[src/rtl/letc_pkg.sv]
// Shared SRAM types and constants for the LETC memory arbiter.
// Build option LETC_SRAM_ARB_RR_EN is consumed by letc_sram_arbiter.
package letc_pkg;

   localparam int unsigned LETC_SRAM_DEPTH       = 1024;
   localparam int unsigned LETC_SRAM_DATA_WIDTH  = 32;
   localparam int unsigned LETC_SRAM_ADDR_WIDTH  = $clog2(LETC_SRAM_DEPTH);
   localparam int unsigned LETC_SRAM_ARB_MAX_REQ = 8;

   typedef struct packed {
      logic                              we;
      logic [LETC_SRAM_ADDR_WIDTH-1:0]   addr;
      logic [LETC_SRAM_DATA_WIDTH-1:0]   wdata;
      logic [LETC_SRAM_DATA_WIDTH/8-1:0] wmask;
   } sram_req_t;

   // Index of the set bit in a one-hot vector; 0 when no bit is set.
   function automatic int unsigned letc_onehot_idx(input logic [LETC_SRAM_ARB_MAX_REQ-1:0] oh);
      int unsigned idx;
      idx = 0;
      for (int unsigned k = 0; k < LETC_SRAM_ARB_MAX_REQ; k++) begin
         if (oh[k]) idx = k;
      end
      return idx;
   endfunction

endpackage

[src/rtl/letc_rr_picker.sv]
// Combinational rotating-priority picker: first valid requester at or after
// i_ptr (modulo NUM_REQ) wins. Pointer tied to 0 gives fixed priority.
module letc_rr_picker
   import letc_pkg::*;
#(
   parameter int unsigned NUM_REQ = 4,
   parameter int unsigned PW      = $clog2(NUM_REQ)
) (
   input  logic [NUM_REQ-1:0] i_valid,
   input  logic [PW-1:0]      i_ptr,
   output logic [NUM_REQ-1:0] o_grant
);

   always_comb begin
      logic          found;
      logic [PW-1:0] idx;
      found   = 1'b0;
      idx     = '0;
      o_grant = '0;
      for (int unsigned k = 0; k < NUM_REQ; k++) begin
         idx = PW'((32'(i_ptr) + k) % NUM_REQ);
         if (!found && i_valid[idx]) begin
            o_grant[idx] = 1'b1;
            found        = 1'b1;
         end
      end
   end

endmodule

[src/rtl/letc_sram_arbiter.sv]
// Single-port SRAM arbiter for NUM_REQ clients with a one-cycle response path.
// Define LETC_SRAM_ARB_RR_EN for round-robin priority; default is fixed priority.
module letc_sram_arbiter
   import letc_pkg::*;
#(
   parameter int unsigned NUM_REQ    = 4,
   parameter int unsigned DEPTH      = LETC_SRAM_DEPTH,
   parameter int unsigned DATA_WIDTH = LETC_SRAM_DATA_WIDTH,
   parameter int unsigned ADDR_WIDTH = $clog2(DEPTH)
) (
   input  logic                                    clk,
   input  logic                                    rst,
   input  logic [NUM_REQ-1:0]                      req_valid,
   output logic [NUM_REQ-1:0]                      req_ready,
   input  logic [NUM_REQ-1:0]                      req_we,
   input  logic [NUM_REQ-1:0][ADDR_WIDTH-1:0]      req_addr,
   input  logic [NUM_REQ-1:0][DATA_WIDTH-1:0]      req_wdata,
   input  logic [NUM_REQ-1:0][DATA_WIDTH/8-1:0]    req_wmask,
   output logic [NUM_REQ-1:0]                      rsp_valid,
   output logic [DATA_WIDTH-1:0]                   rsp_rdata,
   output logic                                    sram_we,
   output logic [ADDR_WIDTH-1:0]                   sram_addr,
   output logic [DATA_WIDTH-1:0]                   sram_wdata,
   output logic [DATA_WIDTH/8-1:0]                 sram_wmask,
   input  logic [DATA_WIDTH-1:0]                   sram_rdata
);

   localparam int unsigned PW = $clog2(NUM_REQ);

   logic [NUM_REQ-1:0] w_pick;
   logic [NUM_REQ-1:0] w_gnt;
   logic [PW-1:0]      w_ptr;
   logic [NUM_REQ-1:0] r_rsp_sel;
   logic               r_rsp_is_rd;

   letc_rr_picker #(
      .NUM_REQ (NUM_REQ),
      .PW      (PW)
   ) u_picker (
      .i_valid (req_valid),
      .i_ptr   (w_ptr),
      .o_grant (w_pick)
   );

   assign w_gnt     = rst ? '0 : w_pick;
   assign req_ready = w_gnt;

`ifdef LETC_SRAM_ARB_RR_EN
   logic [PW-1:0]                    r_rr_ptr;
   logic [LETC_SRAM_ARB_MAX_REQ-1:0] w_gnt_ext;
   int unsigned                      w_gnt_idx;

   always_comb begin
      w_gnt_ext              = '0;
      w_gnt_ext[NUM_REQ-1:0] = w_gnt;
   end

   assign w_gnt_idx = letc_onehot_idx(w_gnt_ext);

   always_ff @(posedge clk) begin
      if (rst) begin
         r_rr_ptr <= '0;
      end else if (|w_gnt) begin
         r_rr_ptr <= PW'((w_gnt_idx + 1) % NUM_REQ);
      end
   end

   assign w_ptr = r_rr_ptr;
`else
   assign w_ptr = '0;
`endif

   always_comb begin
      sram_we    = 1'b0;
      sram_addr  = '0;
      sram_wdata = '0;
      sram_wmask = '0;
      for (int unsigned k = 0; k < NUM_REQ; k++) begin
         if (w_gnt[k]) begin
            sram_we    = req_we[k];
            sram_addr  = req_addr[k];
            sram_wdata = req_wdata[k];
            sram_wmask = req_wmask[k];
         end
      end
   end

   always_ff @(posedge clk) begin
      if (rst) begin
         r_rsp_sel   <= '0;
         r_rsp_is_rd <= 1'b0;
      end else begin
         r_rsp_sel   <= w_gnt;
         r_rsp_is_rd <= |(w_gnt & ~req_we);
      end
   end

   // Gating with rst drops a response whose request was accepted just before reset.
   assign rsp_valid = rst ? '0 : r_rsp_sel;
   assign rsp_rdata = (r_rsp_is_rd && !rst) ? sram_rdata : '0;

endmodule

[config.mk]
export PLATFORM = sky130hd
export DESIGN_NAME = letc_sram_arbiter
export DESIGN_NICKNAME = d
export VERILOG_FILES = /design/src/rtl/letc_pkg.sv /design/src/rtl/letc_rr_picker.sv /design/src/rtl/letc_sram_arbiter.sv
export SDC_FILE = /design/constraint.sdc
export NUM_CORES = 1
export LEC_CHECK = 0
export CAP_MARGIN = 0
export CORE_AREA = 2 2 121 123
export DETAILED_ROUTE_END_ITERATION = 16
export DIE_AREA = 0 0 123 125
export PLACE_DENSITY = 0.52
export REMOVE_ABC_BUFFERS = 1
export SLEW_MARGIN = 20
export SYNTH_ARGS = -nofsm -noshare
export SYNTH_HDL_FRONTEND = slang
export SYNTH_SLANG_ARGS = --single-unit
[constraint.sdc]
create_clock -name clk -period 4.9 [get_ports clk]
set_clock_uncertainty 0.15 [all_clocks]
set_input_delay 0.98 -clock clk [delete_from_list [all_inputs] [get_ports clk]]
set_output_delay 0.98 -clock clk [all_outputs]
set_load 0.03 [all_outputs]
==> impl_results.md <==
* Status: finished clean
* Ant diodes at 0
* # rows at 44
* Mapped Area at 2107 sq um
* Layout cells sized above 1 at 0.1212
* HP Class: in -> reg
* Hold_sp: req_valid[0]
* Synth top area cells: and2_1, o221a_2, a21oi_1
* CTS Hold Bufs at 0
* Avg WL per Cell at 17.47 microns
* CP required at 3.77 ns
* Ports at 313
* Detail Placement HPWL at 10.99 mm
* GR Util met3 at 0.02874
* Die H at 125 microns
* Critical setup path kind: in -> out
* CTS Buf Count at 3
* DRT iter0 DRCs at 154
* Unique masters post-synth at 32
* Met1 Resource Use GR at 0.1975
* Slew margin rel. at 0.5688
* DR pass1 iterations at 4
* Buf/Inv on CP at 3
* Seq cells post-synth at 5
* Routability cong. at 0.8361
* Global-route wire length before repair at 20.93 mm
* Placed cell count at 799
* Hold violation count in the final report at 0
* Crit path from: req_valid[2]
* Post-CTS sizing at 0
* RSZ-0062 raised after global routing: false
* Slowest-stage cell, CP: or3b_2
* Cell depth of the worst setup path at 6
* Max VDD drop at 0.00007301 V
* Layout area overhead at 156.7%
* Layout Nets at 846
* Port buffer count at 312
* Root buffer cell: clkbuf_16
* CTS tree: built
* Via count at 3795
* Clock sink total at 5
* Setup Buffers After CTS at 0
* CTS Buffer Depth at 2
* Post-route clock period utilization at 0.8872
* Fin util at 0.3807
* Final setup fails at 0
* CP Capture Point: sram_wdata[4]
* H-Tree Depth at 1
* Post-synthesis sequential area ratio at 0.04751
* Static leakage at 0.002016 uW
* Async SR Flop Fraction at 0
* Max-cap viol count at 0
* Initial Util at 0.1483
* Synth top area share at 0.1010
* Worst slew pin tran at 0.6468 ns
* Vias in the first global route at 3869
* Cell count after synthesis at 333
* Pwr Total at 664.7 uW
* Critical path fanouts, max at 25
* Setup TNS at 0 ns
* Core Region at 14200 sq um
* Finished Layout Cells at 803
* Crit path cell chain: clkdlybuf4s50_1 > buf_4 > or3b_2 > o22ai_1 > o31ai_1 > buf_12
* Top delay family on crit path: buffers and inverters
* Die Area at 15380 sq um
* Clock slew at reported path FFs at 0.03 ns
* FMAX at 0.2300 GHz
* Slew Viols, Final at 0
* Number of synthesized flops with an enable pin at 0
* Via density at 4.726
* YS warnings at 0
* Slowest cell delay on critical path at 0.62 ns
* Minimum clock period after layout at 4.347 ns
* Die X-Extent at 123 microns
* Total grt overflow at 0
* CP arrival at 3.22 ns
* Post-synth top flop: dfxtp_1
* Pin count of the biggest net entering global routing at 58
* Worst Setup Start Kind: input pin
* Routed Antenna Nets at 0
* Final hold slack at 1.065 ns
* Fillers at 1497
* Post-synth top area cell: and2_1
* Syn Area/Cell at 6.327 sq um
* Gr busiest metal: met2
* Crit. End Element: output pin
* Met2 Track Usage GR at 0.3263
* GRT Util Overall at 0.1716
* Initial antenna violation count at 0
* DRC errors left at 0
* Routed WL at 14.03 mm
* Power per cell area at 122.9 nW/um^2
## layer usage
metal,up-vias,part of all wire
li1,1822,-
met1,1770,0.38
met2,189,0.52
met3,14,0.083
met4,0,0.015
met5,-,0
## kinds of logic (layout without fill, tap and decap cells)
family,Yosys count,in the layout,share of synthesized area
DFF,5,5,0.04751
and+or+nand+nor,124,124,0.3474
buffers and inverters,65,351,0.1360
AOI/OAI and AO/OA,139,139,0.4691
## cell type report
class                           count  area [sq um]  share of cell area
Clock buffer                        4         78.83             0.01458
Inverter                           22         82.58             0.01527
Multi-Input combinational cell    263          1725              0.3191
Tap cell                          184         230.2             0.04257
Sequential cell                     5         100.1             0.01851
Timing Repair Buffer              325          3191              0.5900
## registers in the layout, indices dropped and copies added, names as in the netlist
| name | flops |
|---|---|
| r_rsp_sel | 4 |
| r_rsp_is_rd | 1 |
## Yosys cell counts, types with 2 or more instances
cell type / count
a211oi_1: 25
a21oi_1: 40
a221o_1: 3
and2_1: 34
buf_1: 6
buf_2: 10
buf_4: 2
buf_6: 3
clkbuf_1: 22
dfxtp_1: 5
inv_1: 21
nand2_1: 24
nand3_1: 25
nand3b_1: 22
nor2_1: 4
nor2b_1: 6
o221a_2: 18
o22ai_1: 24
o31ai_1: 25
or3b_2: 2
## stage by stage
step	cell area [sq um]	setup WS [ns]
2_1_floorplan	1903	0.5147
3_3_place_gp	5329	0.5364
3_5_place_dp	5329	0.5304
4_1_cts	5408	0.4945
5_1_grt	5408	0.4487
6_report	5408	0.5529
## placed cells by master, fill, tap and decap left out
master,instances
or3b_2,2
o22ai_1,24
a221o_1,3
and2_1,34
nand3b_1,22
dfxtp_1,5
nand3_1,25
a31oi_1,1
nor3b_1,1
or2_2,1
buf_12,5
a211oi_1,25
o21bai_1,1
nand2_1,24
nor2_1,3
nor4b_1,1
inv_1,21
o31ai_1,25
buf_4,39
nor2b_1,5
nor2b_2,1
clkinv_1,1
or2_1,1
a211o_1,1
nand2b_1,1
clkbuf_1,1
nor3b_4,1
clkbuf_16,3
a21oi_1,40
nor4b_2,1
nor2_2,1
buf_2,3
a21o_1,1
o221a_2,18
clkdlybuf4s50_1,278
## power by group
group          internal, uW  switching, uW
sequential             42.7          0.269
combinational           274            215
clock                   108           25.2
## worst min path at each step
stage | slack (ns) | depth (start not counted) | endpoint
5_1_grt | 1.12 | 2 | r_rsp_sel[2]
3_3_place_gp | 1.30 | 2 | r_rsp_sel[2]
3_5_place_dp | 1.29 | 2 | r_rsp_sel[2]
6_report | 1.06 | 2 | r_rsp_sel[2]
2_1_floorplan | 0.90 | 1 | r_rsp_sel[0]
4_1_cts | 1.06 | 2 | r_rsp_sel[2]
(Power assumes the default switching activity.)
